**config.mk**
```make
export PLATFORM = sky130hd
export DESIGN_NAME = regbank_v1
export DESIGN_NICKNAME = d
export VERILOG_FILES = /design/src/rtl/regbank_pkg.sv /design/src/rtl/regbank_rd_port.sv /design/src/rtl/regbank_v1.sv
export SDC_FILE = /design/constraint.sdc
export NUM_CORES = 2
export LEC_CHECK = 0
export CAP_MARGIN = 0
export CORE_MARGIN = 10
export CORE_UTILIZATION = 29
export CTS_BUF_LIST = sky130_fd_sc_hd__clkbuf_8
export CTS_CLUSTER_SIZE = 8
export DETAILED_ROUTE_END_ITERATION = 8
export SLEW_MARGIN = 30
export SYNTH_ARGS = -nofsm -noshare
export SYNTH_HDL_FRONTEND = slang
export SYNTH_HIERARCHICAL = 1
export SYNTH_SLANG_ARGS = --single-unit
```
**constraint.sdc**
```tcl
create_clock -name clk -period 7.15 [get_ports clk]
set_input_delay 2.145 -clock clk [delete_from_list [all_inputs] [get_ports clk]]
set_output_delay 2.145 -clock clk [all_outputs]
set_load 0.02 [all_outputs]
```
**src/rtl/regbank_pkg.sv**
```systemverilog
// ============================================================================
// Module   : regbank_pkg
// Purpose  : Shared sizing constants and types for the regbank_v1 register file.
// Revision : 1.0 - initial release
// ============================================================================
`default_nettype none

package regbank_pkg;

  localparam int DATA_W   = 32;
  localparam int ADDR_W   = 5;
  localparam int NUM_REGS = 2 ** ADDR_W;

  typedef logic [ADDR_W-1:0] reg_addr_t;
  typedef logic [DATA_W-1:0] reg_data_t;

  localparam reg_addr_t ZERO_REG = '0;

endpackage : regbank_pkg

`default_nettype wire

```
**src/rtl/regbank_rd_port.sv**
```systemverilog
// ============================================================================
// Module   : regbank_rd_port
// Purpose  : Combinational read mux; address ZERO_REG always returns zero.
// Revision : 1.0 - initial release
// ============================================================================
`default_nettype none

module regbank_rd_port
  import regbank_pkg::*;
(
  input  reg_data_t i_regs [NUM_REGS],
  input  reg_addr_t i_addr,
  output reg_data_t o_data
);

  reg_data_t w_data;

  // Register 0 is forced here so its storage never needs to be trusted.
  always_comb begin
    w_data = '0;
    if (i_addr != ZERO_REG) begin
      w_data = i_regs[i_addr];
    end
  end

  assign o_data = w_data;

endmodule : regbank_rd_port

`default_nettype wire

```
**src/rtl/regbank_v1.sv**
```systemverilog
// ============================================================================
// Module   : regbank_v1
// Purpose  : 32 x 32 register file, two combinational reads, one write per clk.
// Revision : 1.0 - initial release
// ============================================================================
`default_nettype none

module regbank_v1
  import regbank_pkg::*;
(
  input  logic              clk,
  input  logic              rst,
  input  logic [DATA_W-1:0] wrData,
  input  logic [ADDR_W-1:0] dr,
  input  logic [ADDR_W-1:0] sr1,
  input  logic [ADDR_W-1:0] sr2,
  output logic [DATA_W-1:0] rdData1,
  output logic [DATA_W-1:0] rdData2
);

  reg_data_t r_regs [NUM_REGS];

  // No write enable: every edge out of reset writes, and dr == 0 is dropped.
  always_ff @(posedge clk or negedge rst) begin
    if (!rst) begin
      for (int i = 0; i < NUM_REGS; i++) begin
        r_regs[i] <= '0;
      end
    end else if (dr != ZERO_REG) begin
      r_regs[dr] <= wrData;
    end
  end

  regbank_rd_port u_rd_port1 (
    .i_regs (r_regs),
    .i_addr (sr1),
    .o_data (rdData1)
  );

  regbank_rd_port u_rd_port2 (
    .i_regs (r_regs),
    .i_addr (sr2),
    .o_data (rdData2)
  );

endmodule : regbank_v1

`default_nettype wire

```
==> results.yml <==
run_status:
  status: "finished, final reports clean"
cts:
  cts_buffers: 174
  cts_tree: "done"
  clock-sinks: 1024
  ctsHoldBuffers: 0
  post_cts_buffers: 0
  cts_max_level: 4
  cts_resized: 0
  cts.path.max_buffers: 3
  clkTransAtPathRegs_ns: 0.05
  insertion_delay_ns: 0.90
  clock-root-buffer: "clkbuf_8"
yosys:
  ys_seq_area_share_pct: 46.83
  synth_mux_area_share_pct: 42.51
  ys.flop_type: "dfrtp_1"
  synthSimpleGateAreaFrac_pct: 1.557
  ys_seq_elements: 1024
  ys_async_sr_fraction_pct: 100.0
  synthDistinctLibCells: 36
  syn-cell-area_um2: 54720
  synth-xor-area-share_pct: 0
  ys_warn_count: 6
  syn_nets: 3665
  synth_edf_count: 0
  synth_top_family_by_area: "multiplexers"
  synthAdderAreaFrac_pct: 0
  synth_compound_area_share_pct: 4.889
  avgSynthCellArea_um2: 15.13
  netlist_instances: 3616
timing:
  period_needed_ns: 7.017
  skew_ns: 0
  min_period_over_period_pct: 98.14
  rsz0062_at_grt: "no"
  tightest_slew_ns: 1.014
  maxSlewViolCount: 0
  hold_violations: 0
  slew_headroom_pct: 32.43
  tns_ns: 0
  setup_ws_ns: 0.1332
  setup_viol: 0
  fmax_mhz: 142.5
cells_and_area:
  area_delta_synth_final_pct: 14.35
  postLayoutCoreUtil_pct: 33.32
  fin_nets: 3763
  final_common_cell: "mux2_2"
  largestRegisters: "r_regs x1024"
  final_cell_mix: "mux2_2 (1046), dfrtp_1 (1024), mux4_2 (448)"
  top_register: "r_regs"
  largest_reg_flops: 1024
  fillers: 18394
  seqCellArea_um2: 25620
  multi_input_area_um2: 27100
  drive_gt1_share_pct: 55.68
pwr:
  ir_drop_mv: 0.2170
  p_int_uw: 12460
  sw_frac_of_total_pct: 29.08
  power_switching_uw: 5110
  combPwrFrac_pct: 23.9
  p_leak_uw: 0.02577
  power_frac_seq_pct: 45.8
  pwr-share-clk_pct: 30.4
  p_per_area_nw_per_um2: 280.8
route:
  drc_errors: 0
  antenna_left: 0
  firstDrtPassIters: 5
  drt-initial-drc-count: 2927
  via_count: 35319
  wl_um: 183100
  via_per_inst: 5.562
  wl_per_cell_um: 28.84
floorplanning:
  fp.dieArea_um2: 206500
  dieHeight_um: 454.4
  coreArea_um2: 187800
  ioPinCount: 113
  die_w_um: 454.4
  rows: 159
  start_util_pct: 29.14
placement:
  port_buffers: 112
  dpl_worst_slack_ns: 0.05168
  globalplace.congestion: 0.8129
  dpl.hpwl_um: 114200
setup_path:
  start_kind: "primary input"
  cp-end-kind: "output port"
  cp_max_fo: 41
  crit_arrival_ns: 4.87
  worst-setup-path-type: "in2out"
  required_ns: 5.01
worst_hold_path:
  min-delay-path-class: "reg2reg"
global_routing:
  antenna_found_initial: 20
  first_global_vias: 36799
  grt_pass1_wl_um: 266000
  grt_max_degree: 151
  grt_overflow: 0
  grt_usage_pct: 17.46
run:
  maxCapViolations: 0
final timing paths:
kind / from / to / slack (ns) / cells past startpoint
worst max-delay path: sr1[2] / rdData1[24] / 0.13 / 9
worst min register to register: r_regs[1007]$_DFFE_PN0P_ / r_regs[1007]$_DFFE_PN0P_ / 0.39 / 0
worst min-delay path: r_regs[1007]$_DFFE_PN0P_ / r_regs[1007]$_DFFE_PN0P_ / 0.39 / 0
worst max register to register: r_regs[718]$_DFFE_PN0P_ / r_regs[718]$_DFFE_PN0P_ / 6.33 / 1
min in group asynchronous: rst / r_regs[688]$_DFFE_PN0P_ / 1.27 / 1
max in group asynchronous: rst / r_regs[252]$_DFFE_PN0P_ / 4.41 / 2
power by group through the flow:
stage,logic (uW),clock network (uW),registers [uW]
after floorplan,3100,0,7800
after global placement,4130,0,8020
after detailed placement,4210,0,8110
after CTS,4220,5450,8020
after global routing,4470,5710,8210
final,4190,5330,8040
stage by stage:
stage          instances  hold WS (ns)  cell area, um^2  total power [uW]
5_1_grt             6348        0.4076            62570             18400
3_3_place_gp        6032        0.3769            59100             12150
2_1_floorplan       3616        0.4413            54720             10900
6_report            6350        0.3886            62570             17570
4_1_cts             6343        0.3964            62600             17690
3_5_place_dp        6032        0.3820            59110             12320
synth_stat cells (all sizes together), types with 44 or more instances:
cell type  number  area, um^2
a311oi         64       585.6
dfrtp        1024       25620
o21ai         112       568.1
a221oi         48       420.4
a211oi         64       480.5
clkbuf        192       745.7
mux4          448       10090
mux2i         128        1281
a22oi          64       480.5
mux2         1056       11890
nor2b          70       442.9
nand2          44       165.2
buf           239        1553
routing by layer:
layer	routed length, um	global-route usage (%)
met1	74200	21.96
met2	89590	29.23
met3	10390	2.987
met4	8894	8.144
met5	36	0
cell type report:
class / count / share of cell area (%)
clock inverters: 93 / 0.7839
clock buffers: 218 / 4.795
flip-flops and latches: 1024 / 40.95
well taps: 2495 / 4.989
multi-input cells: 2159 / 43.32
inverters: 2 / 0.02000
diodes: 6 / 0.02400
repair buffers: 353 / 5.119
critical path: stages:
cell,delay (ns)
buf_8,0.37
buf_12,0.32
buf_4,0.38
mux2i_1,0.14
a221oi_1,0.36
o21ai_1,0.16
a311oi_1,0.56
buf_4,0.21
buf_4,0.13
logic make-up after synthesis:
group	count (synthesis)
muxes	1632
buffers and inverters	433
DFF	1024
AOI/OAI and AO/OA	368
and+or+nand+nor	159
Note: power is estimated with default switching activity, not from simulation.
